===== src/rtl/mem_stage.sv =====
// mem_stage: memory-access pipeline stage.
//
// This stage holds one register set, which is one instruction coming from EX.
// It aligns the SRAM read data for loads and forwards the result toward WB.
// The same result is also sent to ID as a forwarding copy.
//
// Ports:
//   clk             pipeline clock
//   resetn          asynchronous active-low reset
//   stall[5:0]      stall vector; stall[3] = this stage, stall[4] = WB
//   ex_to_mem_bus   {pc[75:44], ram_en[43], ram_wen[42:39], sel_rf_res[38],
//                    rf_we[37], rf_waddr[36:32], ex_result[31:0]}
//   ex_load_bus     one-hot {lb, lbu, lh, lhu, lw}
//   data_ram_sel    byte-lane select of the access
//   ex_hi_lo_bus    {hi_we, lo_we, hi_wdata, lo_wdata}
//   data_sram_rdata SRAM read data, valid while the request sits here
//   mem_to_wb_bus   {pc[69:38], rf_we[37], rf_waddr[36:32], rf_wdata[31:0]}
//   mem_to_rf_bus   {rf_we, rf_waddr, rf_wdata} forwarding copy for ID
//   mem_hi_lo_bus   registered ex_hi_lo_bus
//   mem_addr_err    misaligned-access flag
//
// Optional feature: define MEM_ADDR_CHECK_EN to enable the misaligned-access
// check. Without it, mem_addr_err is tied low and rf_we passes through.
module mem_stage (
  input  logic        clk,
  input  logic        resetn,
  input  logic [5:0]  stall,
  input  logic [75:0] ex_to_mem_bus,
  input  logic [4:0]  ex_load_bus,
  input  logic [3:0]  data_ram_sel,
  input  logic [65:0] ex_hi_lo_bus,
  input  logic [31:0] data_sram_rdata,
  output logic [69:0] mem_to_wb_bus,
  output logic [37:0] mem_to_rf_bus,
  output logic [65:0] mem_hi_lo_bus,
  output logic        mem_addr_err
);

  localparam int DATA_W = 32;

  logic [75:0] ex_bus_p0;
  logic [4:0]  load_p0;
  logic [3:0]  sel_p0;
  logic [65:0] hilo_p0;

  // Pick the lane named by sel and extend it to a full word.
  // A load flag combined with an illegal lane pattern returns zero.
  function automatic logic [DATA_W-1:0] align_load(input logic [4:0] ld,
                                                   input logic [3:0] sel,
                                                   input logic [DATA_W-1:0] rd);
    logic               byte_ok;
    logic               half_ok;
    logic signed [7:0]  b;
    logic signed [15:0] h;
    logic [DATA_W-1:0]  r;
    byte_ok = 1'b1;
    half_ok = 1'b1;
    b = '0;
    h = '0;
    r = '0;
    case (sel)
      4'b0001: b = rd[7:0];
      4'b0010: b = rd[15:8];
      4'b0100: b = rd[23:16];
      4'b1000: b = rd[31:24];
      default: byte_ok = 1'b0;
    endcase
    case (sel)
      4'b0011: h = rd[15:0];
      4'b1100: h = rd[31:16];
      default: half_ok = 1'b0;
    endcase
    if (ld[0])                r = rd;
    else if (ld[4] && byte_ok) r = DATA_W'(b);
    else if (ld[3] && byte_ok) r = {24'b0, b};
    else if (ld[2] && half_ok) r = DATA_W'(h);
    else if (ld[1] && half_ok) r = {16'b0, h};
    return r;
  endfunction

  // Stage register: bubble has priority, then capture, otherwise hold.
  always_ff @(posedge clk or negedge resetn) begin
    if (!resetn) begin
      ex_bus_p0 <= '0;
      load_p0   <= '0;
      sel_p0    <= '0;
      hilo_p0   <= '0;
    end else if (stall[3] && !stall[4]) begin
      ex_bus_p0 <= '0;
      load_p0   <= '0;
      sel_p0    <= '0;
      hilo_p0   <= '0;
    end else if (!stall[3]) begin
      ex_bus_p0 <= ex_to_mem_bus;
      load_p0   <= ex_load_bus;
      sel_p0    <= data_ram_sel;
      hilo_p0   <= ex_hi_lo_bus;
    end
  end

  // p0 -> outputs: combinational alignment and result select
  logic [31:0] pc;
  logic        ram_en;
  logic [3:0]  ram_wen;
  logic        sel_rf_res;
  logic        rf_we_raw;
  logic [4:0]  rf_waddr;
  logic [31:0] ex_result;
  logic [31:0] rf_wdata;
  logic        rf_we;
  logic        addr_err;

  assign {pc, ram_en, ram_wen, sel_rf_res, rf_we_raw, rf_waddr, ex_result} = ex_bus_p0;

`ifdef MEM_ADDR_CHECK_EN
  logic word_acc;
  logic half_acc;
  // Width comes from the load flag for loads and from the write mask for stores.
  assign word_acc = load_p0[0] || (ram_wen == 4'b1111);
  assign half_acc = load_p0[2] || load_p0[1] || (ram_wen == 4'b0011) || (ram_wen == 4'b1100);
  assign addr_err = ram_en && ((word_acc && (ex_result[1:0] != 2'b00)) ||
                               (half_acc && ex_result[0]));
`else
  assign addr_err = 1'b0;
`endif

  assign rf_wdata = sel_rf_res ? align_load(load_p0, sel_p0, data_sram_rdata) : ex_result;
  assign rf_we    = rf_we_raw && !addr_err;

  assign mem_to_wb_bus = {pc, rf_we, rf_waddr, rf_wdata};
  assign mem_to_rf_bus = mem_to_wb_bus[37:0];
  assign mem_hi_lo_bus = hilo_p0;
  assign mem_addr_err  = addr_err;

  logic unused_bits;
  assign unused_bits = ^{stall[5], stall[2:0], ram_en, ram_wen};

endmodule

===== config.mk =====
export PLATFORM = sky130hd
export DESIGN_NAME = mem_stage
export DESIGN_NICKNAME = d
export VERILOG_FILES = /design/src/rtl/mem_stage.sv
export SDC_FILE = /design/constraint.sdc
export NUM_CORES = 1
export LEC_CHECK = 0
export BUFFER_PORTS_ARGS = -buffer_cell sky130_fd_sc_hd__buf_2
export CAP_MARGIN = 20
export CORE_AREA = 4 4 139 141
export DETAILED_ROUTE_END_ITERATION = 12
export DIE_AREA = 0 0 143 145
export PLACE_DENSITY = 0.76
export SLEW_MARGIN = 20
export SYNTH_ARGS = -nofsm -noshare
export SYNTH_HDL_FRONTEND = slang
export SYNTH_SLANG_ARGS = --single-unit

===== constraint.sdc =====
create_clock -name clk -period 1.8 [get_ports clk]
set_input_delay 0.18 -clock clk [delete_from_list [all_inputs] [get_ports clk]]
set_output_delay 0.18 -clock clk [all_outputs]
set_load 0.005 [all_outputs]

==> tab_implementation.tex <==
\begin{tabular}{lr}
\hline
Metric & Value \\
\hline
\multicolumn{2}{l}{\textbf{Clock tree}} \\
Clk pin slew, worst setup/hold paths & roughly 0.06 ns \\
Clock latency reported for the late side of the worst-skew pair & roughly 0.42 ns \\
H-tree levels & 4 \\
Number of buffers created by CTS & 17 \\
TritonCTS clock tree & yes \\
Clk sinks & approximately 150 \\
CTS Buffer Depth & 2 \\
Root Buffer Master & sky130\_fd\_sc\_hd\_\_clkbuf\_16 \\
\multicolumn{2}{l}{\textbf{Synthesis}} \\
Combinational family with the most area after synthesis & buffers and inverters \\
Post-Syn Area & about 7500 sq um \\
Share of the synthesized area in compound gates (AO/OA/AOI/OAI) & approximately 18\% \\
Asr flop ratio synth & 100\% \\
Syn Area/Cell & roughly 8.3 sq um \\
Post-synthesis cell count & 897 \\
FF+latch count, synth & about 150 \\
Synth Area in Adders & 0\% \\
Post-synth EDFFs & 0 \\
Post-synthesis cell type count & 33 \\
Cells taking the most area after synthesis & sky130\_fd\_sc\_hd\_\_dfrtp\_1 (49\%), sky130\_fd\_sc\_hd\_\_o21ai\_0 (9.3\%), sky130\_fd\_sc\_hd\_\_buf\_4 (7.8\%) \\
Dominant synthesized flop cell & sky130\_fd\_sc\_hd\_\_dfrtp\_1 \\
Simple-gate area share of the yosys netlist & between 10\% and 20\% \\
Number of warnings issued by yosys & 0 \\
Post-synthesis sequential area ratio & approximately half \\
Most numerous cell types in the synthesized netlist & sky130\_fd\_sc\_hd\_\_inv\_1 (147), sky130\_fd\_sc\_hd\_\_nand2\_1 (147), sky130\_fd\_sc\_hd\_\_dfrtp\_1 (146), sky130\_fd\_sc\_hd\_\_o21ai\_0 (139), sky130\_fd\_sc\_hd\_\_buf\_4 (78) \\
Nets in the synthesized netlist & roughly 1,100 \\
Proportion of netlist area held by the largest area contributor & between 40\% and 50\% \\
Xor/xnor cell area share of the yosys netlist & less than 1\% \\
Multiplexer share of the synthesized area & 0\% \\
Top cell type by total area after synthesis & sky130\_fd\_sc\_hd\_\_dfrtp\_1 \\
\multicolumn{2}{l}{\textbf{Detailed routing}} \\
Wirelength per Cell & between 15 and 20 microns \\
Final ANT Viol Nets & 0 \\
Total wire length & approximately 28 mm \\
Via count normalized by instance count & a little over 5 \\
1st-iter DRT viols & approximately 420 \\
Number of search-and-repair iterations in the first detailed-routing pass & 5 \\
Post-route DRC violation count & 0 \\
Total via count in the routed design & 7,850 \\
\multicolumn{2}{l}{\textbf{Worst setup path}} \\
Logic depth of the worst setup path including buffers & 8 \\
CP Capture Type & output port \\
Worst Path Class, Setup & reg2out \\
Worst path buffer plus inverter count & 4 \\
Launching element type of the critical path & flip-flop \\
Critical path fanouts, max & 8 \\
Family with the most delay on the worst path & buffers and inverters \\
CP Data Arrival Time & 2.24 ns \\
Slowest library cell on the worst path & sky130\_fd\_sc\_hd\_\_dfrtp\_1 \\
Critical path data required time & 1.62 ns \\
Number of cells on the worst reg-to-reg path & 4 \\
CP peak stage delay & 0.42 ns \\
Chain of cells forming the critical path & buf\_6 > nand3b\_1 > a211oi\_4 > buf\_4 > o21ai\_4 > clkbuf\_16 > nand3\_2 > buf\_2 \\
\multicolumn{2}{l}{\textbf{Pwr}} \\
Leakage power & a little over 6 nW \\
Clock power share & about 38\% \\
Internal power summed over all cells & 6.38 mW \\
Combinational share of power & between 20\% and 30\% \\
Sw frac & just under 30\% \\
Share of power burned in registers & 40.5\% \\
Net switching power of the design & around 2.7 mW \\
Worst ir drop on vdd & 0.000624 V \\
Cell Pwr Density & 784 nW/um\^{}2 \\
\multicolumn{2}{l}{\textbf{Floorplan}} \\
I/O pins & $\sim$370 \\
Row count & 49 \\
Die outline height & between 100 and 150 microns \\
Placeable core area & $\sim$18,000 sq um \\
Horiz. Die Dim & roughly 140 microns \\
Starting density of the core & a little over two fifths \\
Die Area & just over 20,000 sq um \\
\multicolumn{2}{l}{\textbf{Finish}} \\
Area used by multi-input combinational logic & roughly 2800 sq um \\
Fill cells & around 1,400 \\
Net count reported at finish & between 1,000 and 1,500 \\
Fraction of final layout cells with drive strength greater than 1 & 37.0\% \\
Final instance count without filler cells & between 1,500 and 2,000 \\
Area of all sequential standard cells & roughly 3700 sq um \\
Area growth, synth to finish & 54.3\% \\
\multicolumn{2}{l}{\textbf{STA}} \\
Relative max-transition margin & roughly 60\% \\
Final clock period utilization by the worst path & 134\% \\
Final Hold Viols & 0 \\
Layout Skew & 0 ns \\
Final number of max-transition violations & 0 \\
Finish-stage setup viols & 64 \\
Fin Setup TNS & -35.19 ns \\
Min setup slack post-route & -0.618 ns \\
Setup repair after global routing missed its margin & true \\
Slew at the pin closest to its max-slew limit & 0.608 ns \\
Maximum clock rate & 0.414 GHz \\
Final period demand of the worst path & about 2.4 ns \\
\multicolumn{2}{l}{\textbf{Flow run}} \\
Count of maximum capacitance violations & 0 \\
\multicolumn{2}{l}{\textbf{Global route}} \\
Maximum number of pins on one net before global-route repair & about 150 \\
Sum of overflow across all layers after global routing & 0 \\
Overall global routing resource usage & about a quarter \\
Vias in the first global route & about 8,200 \\
Wire length of the first global-routing pass & between 40 and 50 mm \\
Number of antenna violations at the first check in global routing & 2 \\
\multicolumn{2}{l}{\textbf{Placement}} \\
Placement Setup Slack & -0.301 ns \\
Number of buffers inserted by port buffering & approximately 360 \\
Hpwl dp & about 18 mm \\
Global placer's final weighted congestion & roughly 0.95 \\
Placed cell count & roughly 1,400 \\
\multicolumn{2}{l}{\textbf{Outcome}} \\
Violated checks & negative setup slack \\
Outcome & finished, violations left \\
\multicolumn{2}{l}{\textbf{Hold path}} \\
Number of stages on the worst hold path & 3 \\
Hold WC Path Type & in2reg \\
\hline
\end{tabular}
-- area by class of cell --
class | instances | area share (%)
antenna | 1 | 0.0216
clock buffer | 18 | 3.80
clock inverter | 14 | 1.14
inverter | 147 | 4.77
multi-input combinational | 470 | 24.5
sequential | 146 | 31.6
tap | 229 | 2.48
timing repair buffer | 524 | 31.7
-- tightest hold or removal path, delay by kind of cell --
family,cells,cell delay [ns]
buffers and inverters,2,0.13
AO/OA/AOI/OAI,1,0.07
-- routing by layer --
metal | track usage (%) | vias up | part of all wire (%)
met3 | 6.65 | 100 | 9.1
met1 | 30.4 | 3657 | 35
li1 | - | 3612 | -
met5 | 0 | - | 0.12
met2 | 45.2 | 477 | 51
met4 | 13.3 | 4 | 4.8
-- registers in the layout, summed over array words and instances, names as in the netlist --
| signal | count |
|---|---|
| load_p0 | 5 |
| sel_p0 | 4 |
| mem_hi_lo_bus | 66 |
| ex_bus_p0 | 71 |
-- worst paths after layout --
| check | from | endpoint | slack, ns |
|---|---|---|---|
| max | sel_p0[0] | mem_to_rf_bus[25] | -0.62 |
| min | ex_load_bus[2] | load_p0[2] | 0.01 |
| max reg2reg | sel_p0[0] | sel_p0[0] | 0.81 |
| min reg2reg | mem_hi_lo_bus[5] | mem_hi_lo_bus[5] | 0.47 |
| max in group asynchronous | resetn | mem_hi_lo_bus[59] | 0.97 |
| min in group asynchronous | resetn | mem_hi_lo_bus[26] | 0.21 |
-- through the flow --
step	hold slack [ns]	power [mW]	cell area, sq um	util [%]
6_report	0.0105	9.07	11600	64.3
5_1_grt	0.0165	9.50	11600	64.3
4_1_cts	0.000800	8.97	11200	62.2
3_5_place_dp	0.0862	5.23	9100	50.7
3_3_place_gp	0.0875	5.19	9100	50.7
2_1_floorplan	-0.116	4.53	7530	-
-- power by group through the flow --
stage	clock network, mW	logic, mW	registers [mW]
finish	3.42	1.97	3.67
global route	3.66	2.14	3.70
CTS	3.51	1.80	3.66
detailed placement	0	1.51	3.72
global placement	0	1.48	3.71
floorplan	0	0.831	3.70
-- cell families (layout without fill, tap and decap cells) --
logic type             after synthesis  count (layout)
AO/OA/AOI/OAI                      239             239
buffers and inverters              281             703
AND/OR/NAND/NOR                    229             229
other                                1               2
XOR/XNOR                             1               1
flip-flops                         146             146
-- timing repair --
item,in CTS,in global routing
pin swaps,6,9
setup endpoints to repair,64,64
resized for setup,43,52
hold buffers,124,0
hold endpoints to repair,232,0
buffers inserted,5,7
gates cloned,0,2
-- placed cells by master, fill, tap and decap left out, types with 9 or more instances in the layout --
cell type                       instances
sky130_fd_sc_hd__a21oi_1               28
sky130_fd_sc_hd__a21oi_2               12
sky130_fd_sc_hd__buf_12                 9
sky130_fd_sc_hd__buf_2                333
sky130_fd_sc_hd__buf_4                 25
sky130_fd_sc_hd__buf_6                 30
sky130_fd_sc_hd__clkbuf_16             18
sky130_fd_sc_hd__dfrtp_1              146
sky130_fd_sc_hd__dlygate4sd3_1        124
sky130_fd_sc_hd__inv_1                147
sky130_fd_sc_hd__nand2_1              147
sky130_fd_sc_hd__nand3_4                9
sky130_fd_sc_hd__nand3b_1              34
sky130_fd_sc_hd__nor2b_1               17
sky130_fd_sc_hd__o21ai_0              139
sky130_fd_sc_hd__o21ai_1                9
sky130_fd_sc_hd__o22ai_1               14
No activity file was read; power rests on OpenSTA's default activity.
